### config.mk
export PLATFORM = sky130hd
export DESIGN_NAME = gray_updown_counter_flat
export DESIGN_NICKNAME = d
export VERILOG_FILES = /design/src/rtl/gray_updown_counter_if.sv /design/src/rtl/gray_updown_counter.sv /design/src/flat_wrapper.sv
export SDC_FILE = /design/constraint.sdc
export NUM_CORES = 1
export LEC_CHECK = 0
export CAP_MARGIN = 10
export CORE_AREA = 2 2 39 41
export CTS_BUF_LIST = sky130_fd_sc_hd__clkbuf_8
export DETAILED_ROUTE_END_ITERATION = 16
export DIE_AREA = 0 0 41 43
export GPL_ROUTABILITY_DRIVEN = 0
export PLACE_DENSITY_LB_ADDON = 0.05
export SYNTH_ARGS = -nofsm -noshare
export SYNTH_HDL_FRONTEND = slang
export SYNTH_SLANG_ARGS = --single-unit
### constraint.sdc
create_clock -name clk -period 1.46 [get_ports clk]
set_clock_uncertainty 0.15 [all_clocks]
set_input_delay 0.292 -clock clk [delete_from_list [all_inputs] [get_ports clk]]
set_output_delay 0.292 -clock clk [all_outputs]
set_load 0.05 [all_outputs]
### src/rtl/gray_updown_counter_if.sv
// Control and status bundle for gray_updown_counter.
// The design side takes the slave modport; the sequencing logic that drives it takes master.
interface gray_updown_counter_if #(
  parameter int WIDTH = 3
);
  logic             en;
  logic             up;
  logic             load;
  logic [WIDTH-1:0] load_val;
  logic [WIDTH-1:0] count;
  logic [WIDTH-1:0] gray;
  logic             tc;
  logic             evt;
  logic             sat;

  modport master (
    output en, up, load, load_val,
    input  count, gray, tc, evt, sat
  );

  modport slave (
    input  en, up, load, load_val,
    output count, gray, tc, evt, sat
  );
endinterface

### src/rtl/gray_updown_counter.sv
// Parametrised up/down counter with registered binary and Gray outputs, wrap or
// saturate at the boundaries, clamping synchronous load, and boundary flags.
module gray_updown_counter #(
  parameter int WIDTH    = 3,
  parameter int MODULUS  = 2**WIDTH,
  parameter bit SATURATE = 1'b0
) (
  input logic                  clk,
  input logic                  reset,
  gray_updown_counter_if.slave bus
);

  if (WIDTH < 1 || WIDTH > 31 || MODULUS < 2 || MODULUS > 2**WIDTH) begin : g_param_check
    $fatal(1, "gray_updown_counter: illegal WIDTH=%0d / MODULUS=%0d", WIDTH, MODULUS);
  end

  localparam logic [WIDTH-1:0] MAX = WIDTH'(MODULUS - 1);

  logic [WIDTH-1:0] count_q;
  logic [WIDTH-1:0] gray_q;
  logic             evt_q;
  logic             sat_q;

  logic [WIDTH-1:0] count_d;
  logic             evt_d;
  logic             sat_d;
  logic             at_max;
  logic             at_zero;

  always_comb begin
    at_max  = (count_q == MAX);
    at_zero = (count_q == '0);
    count_d = count_q;
    evt_d   = 1'b0;
    sat_d   = sat_q;

    if (bus.load) begin
      count_d = (bus.load_val > MAX) ? MAX : bus.load_val;
      sat_d   = 1'b0;
    end else if (bus.en) begin
      if (bus.up) begin
        if (!at_max) begin
          count_d = count_q + WIDTH'(1);
          sat_d   = 1'b0;
        end else if (SATURATE) begin
          evt_d = 1'b1;
          sat_d = 1'b1;
        end else begin
          count_d = '0;
          evt_d   = 1'b1;
        end
      end else begin
        if (!at_zero) begin
          count_d = count_q - WIDTH'(1);
          sat_d   = 1'b0;
        end else if (SATURATE) begin
          evt_d = 1'b1;
          sat_d = 1'b1;
        end else begin
          count_d = MAX;
          evt_d   = 1'b1;
        end
      end
    end
  end

  // Gray is encoded from the next count so both registers update on the same edge.
  always_ff @(posedge clk or negedge reset) begin
    if (!reset) begin
      count_q <= '0;
      gray_q  <= '0;
      evt_q   <= 1'b0;
      sat_q   <= 1'b0;
    end else begin
      count_q <= count_d;
      gray_q  <= count_d ^ (count_d >> 1);
      evt_q   <= evt_d;
      sat_q   <= sat_d;
    end
  end

  always_comb begin
    bus.count = count_q;
    bus.gray  = gray_q;
    bus.evt   = evt_q;
    bus.sat   = sat_q;
    bus.tc    = bus.en & ~bus.load & (bus.up ? at_max : at_zero);
  end

endmodule

### src/flat_wrapper.sv
// flat-port wrapper written by rule: the top's interface ports become plain ports
module gray_updown_counter_flat 
#(
  parameter int WIDTH    = 3,
  parameter int MODULUS  = 2**WIDTH,
  parameter bit SATURATE = 1'b0
)
  (clk, reset, bus_en, bus_up, bus_load, bus_load_val, bus_count, bus_gray, bus_tc, bus_evt, bus_sat);
  gray_updown_counter_if #(.WIDTH(WIDTH)) bus_i ();
  input logic clk;
  input logic reset;
  input wire logic [$bits(bus_i.en)-1:0] bus_en;
  input wire logic [$bits(bus_i.up)-1:0] bus_up;
  input wire logic [$bits(bus_i.load)-1:0] bus_load;
  input wire logic [$bits(bus_i.load_val)-1:0] bus_load_val;
  output wire logic [$bits(bus_i.count)-1:0] bus_count;
  output wire logic [$bits(bus_i.gray)-1:0] bus_gray;
  output wire logic [$bits(bus_i.tc)-1:0] bus_tc;
  output wire logic [$bits(bus_i.evt)-1:0] bus_evt;
  output wire logic [$bits(bus_i.sat)-1:0] bus_sat;
  assign bus_i.en = bus_en;
  assign bus_i.up = bus_up;
  assign bus_i.load = bus_load;
  assign bus_i.load_val = bus_load_val;
  assign bus_count = bus_i.count;
  assign bus_gray = bus_i.gray;
  assign bus_tc = bus_i.tc;
  assign bus_evt = bus_i.evt;
  assign bus_sat = bus_i.sat;
  gray_updown_counter #(.WIDTH(WIDTH), .MODULUS(MODULUS), .SATURATE(SATURATE)) u_core (.clk(clk), .reset(reset), .bus(bus_i));
endmodule
==> metrics.txt <==
placed cells 83; Core ar. 0.00138 mm2; ys async rst share 100%; M1 GR Usage 19.0%; Site Rows 14; DR vias 420; crit path DAT 1.39 ns; CTS tree yes; htree depth 1; Die W 41 um; leakage power 0.409 nW; root buffer cell clkbuf_8; starting density of the core 29.3%; Crit-path slowest cell dfrtp_2; Critical Path End Type output pin; status complete, but fails checks; hold slack 0.157 ns; detailed placement HPWL 927 um; Synth top cells by count 6 x dfrtp_1, 5 x inv_1, 4 x a21oi_1, 4 x ha_1; Synth cell types 21; clk slew on worst S/H paths 0.04 ns; cell taking the most area after synthesis dfrtp_1; met2 usage in global routing 28.7%; Worst Path Required 1.02 ns; worst IR drop on VDD 614 uV; met3 global-route usage 4.71%; global-route wire length before repair 1980 um; CTS buffer count 3; Synth warnings 0; clk buf depth 2; number of synthesized flops with an enable pin 0; Setup TNS -1.14 ns; cells along the critical path inv_2 > ha_4 > nor3b_4 > a21oi_4 > nor2_4 > buf_12; Slew Limit Fails 0; HP Class in2async; area of placed instances 767 um2; flops & latches, synth 6; R2R cell count 7; drt pass-1 iters 1; final hold vios 0; largest cells by area after synthesis dfrtp_1 37%, ha_1 12%, a21oi_1 4.9%; die area 0.00176 mm2; MaxCap Viol Count 0; RSZ-0062 raised after global routing true; minimum clock period after layout 1.83 ns; DR iter-0 viols 0; grt ovf 0; Filler cells 115; crit path kind reg2out; worst reg2reg path startpoint u_core.bus.count[0]; Seq/Total Area, Yosys 37.0%; CP max stage delay 0.42 ns; Vias/cell 4.57; Core Util, Final 66.6%; Clock Sink Count 6; Port Buf Inserts 15; Primary FF master, synth dfrtp_1; WL per Instance 12.9 um; Setup Viol. Count Final 6; Final nets 89; vias in the first global route 435; most frequent cell after synthesis dfrtp_1; CP max FO 3; Synth top area share 37.0%; CP startpoint u_core.bus.count[1]; Post-Syn Instances 43; final setup margin -0.369 ns; number of remaining DRC errors 0; Pwr Density 1040 mW/mm2; failing checks negative setup slack; final worst path period share 125%; Post-Layout Inst Area 922 um2; syn_nets 55; GR peak layer met2; I/O Pins 17; initial antenna violation count 0; Worst setup SP type flop; share of cells above drive strength 1 64.5%; Tot GR Track Use 17.3%; Achievable Freq 547 MHz; synthesized cell area 405 um2; Synth-to-Final Area Change 127%; antenna fix cells 0; Final Instance Count excl. Fillers 92; R2R setup slack -0.22 ns; die height 43 um; total routed wirelength 1180 um; post-route ant nets 0; Avg Cell Area, Syn 9.43 um2; Clock Latency Late Sink 0.22 ns; pin count of the biggest net entering global routing 7; capturing point of the worst reg2reg path u_core.bus.gray[1]
## routing by layer
| metal | up-vias | wire length (um) |
|---|---|---|
| met5 | - | 0 |
| met4 | 0 | 0 |
| met3 | 0 | 37 |
| met2 | 11 | 711 |
| met1 | 201 | 434 |
| li1 | 208 | - |
## flip-flops by register name, indices dropped and copies added, names as in the netlist
register and flops:
u_core.bus.count 3, u_core.bus.gray 2, u_core.bus.evt 1
## metrics by stage
step                      total power, mW  setup WS (ns)
after global routing                 1.01         -0.429
after floorplan                     0.425         -0.288
after global placement              0.642         -0.355
after CTS                           0.950         -0.378
after detailed placement            0.652         -0.379
final                               0.962         -0.369
## power by group
| group | switching (mW) | internal (mW) |
|---|---|---|
| Clock | 0.0685 | 0.180 |
| Combinational | 0.235 | 0.255 |
| Sequential | 0.0289 | 0.193 |
| Total | 0.333 | 0.629 |
## worst max-delay path by stage
stage	end	slack [ns]	cells past startpoint
after floorplan	bus_tc	-0.29	5
after global placement	bus_tc	-0.35	5
after detailed placement	bus_tc	-0.38	5
after CTS	bus_tc	-0.38	6
after global routing	bus_tc	-0.43	6
final	bus_tc	-0.37	6
## cell usage in the layout (no fill, tap or decap), types with 2 or more instances in the layout
| cell type | count |
|---|---|
| buf_4 | 12 |
| ha_2 | 2 |
| buf_6 | 4 |
| inv_2 | 2 |
| xnor2_1 | 2 |
| a21oi_2 | 3 |
| nand2_1 | 2 |
| nand2b_1 | 2 |
| inv_1 | 4 |
| clkbuf_8 | 3 |
| clkdlybuf4s50_1 | 5 |
| dfrtp_2 | 3 |
| buf_12 | 8 |
| ha_4 | 2 |
| dfrtp_1 | 3 |
## critical path, delay by kind of cell (launching register included)
kind	cells	cell delay, ns
buf+inv	2	0.22
fa+ha+maj	1	0.13
flops	1	0.42
simple gates	2	0.33
compound gates	1	0.06
## final cells by class
class	instances	area (um2)	area share, %
Clock buffer	3	41.3	4.48
Clock inverter	1	3.75	0.407
Inverter	5	18.8	2.04
Multi-Input combinational cell	30	318	34.5
Sequential cell	6	154	16.7
Tap cell	16	20.0	2.17
Timing Repair Buffer	31	367	39.8
## kinds of logic after synthesis
kind of cell / after synthesis / share of synthesized area [%]
AO/OA/AOI/OAI: 11 / 21.9
other: 1 / 0.925
AND/OR/NAND/NOR: 12 / 15.1
adder cells (fa/ha/maj): 4 / 12.3
XOR/XNOR: 2 / 4.32
buffers and inverters: 7 / 8.33
flip-flops: 6 / 37.0
## repair_timing
item | 4_1_cts | 5_1_grt
setup endpoints to repair | 7 | 10
hold buffers | 0 | 0
pin swaps | 6 | 2
gates resized for setup | 10 | 8
buffers inserted | 5 | 1
Power figures use the tool's default switching activity.
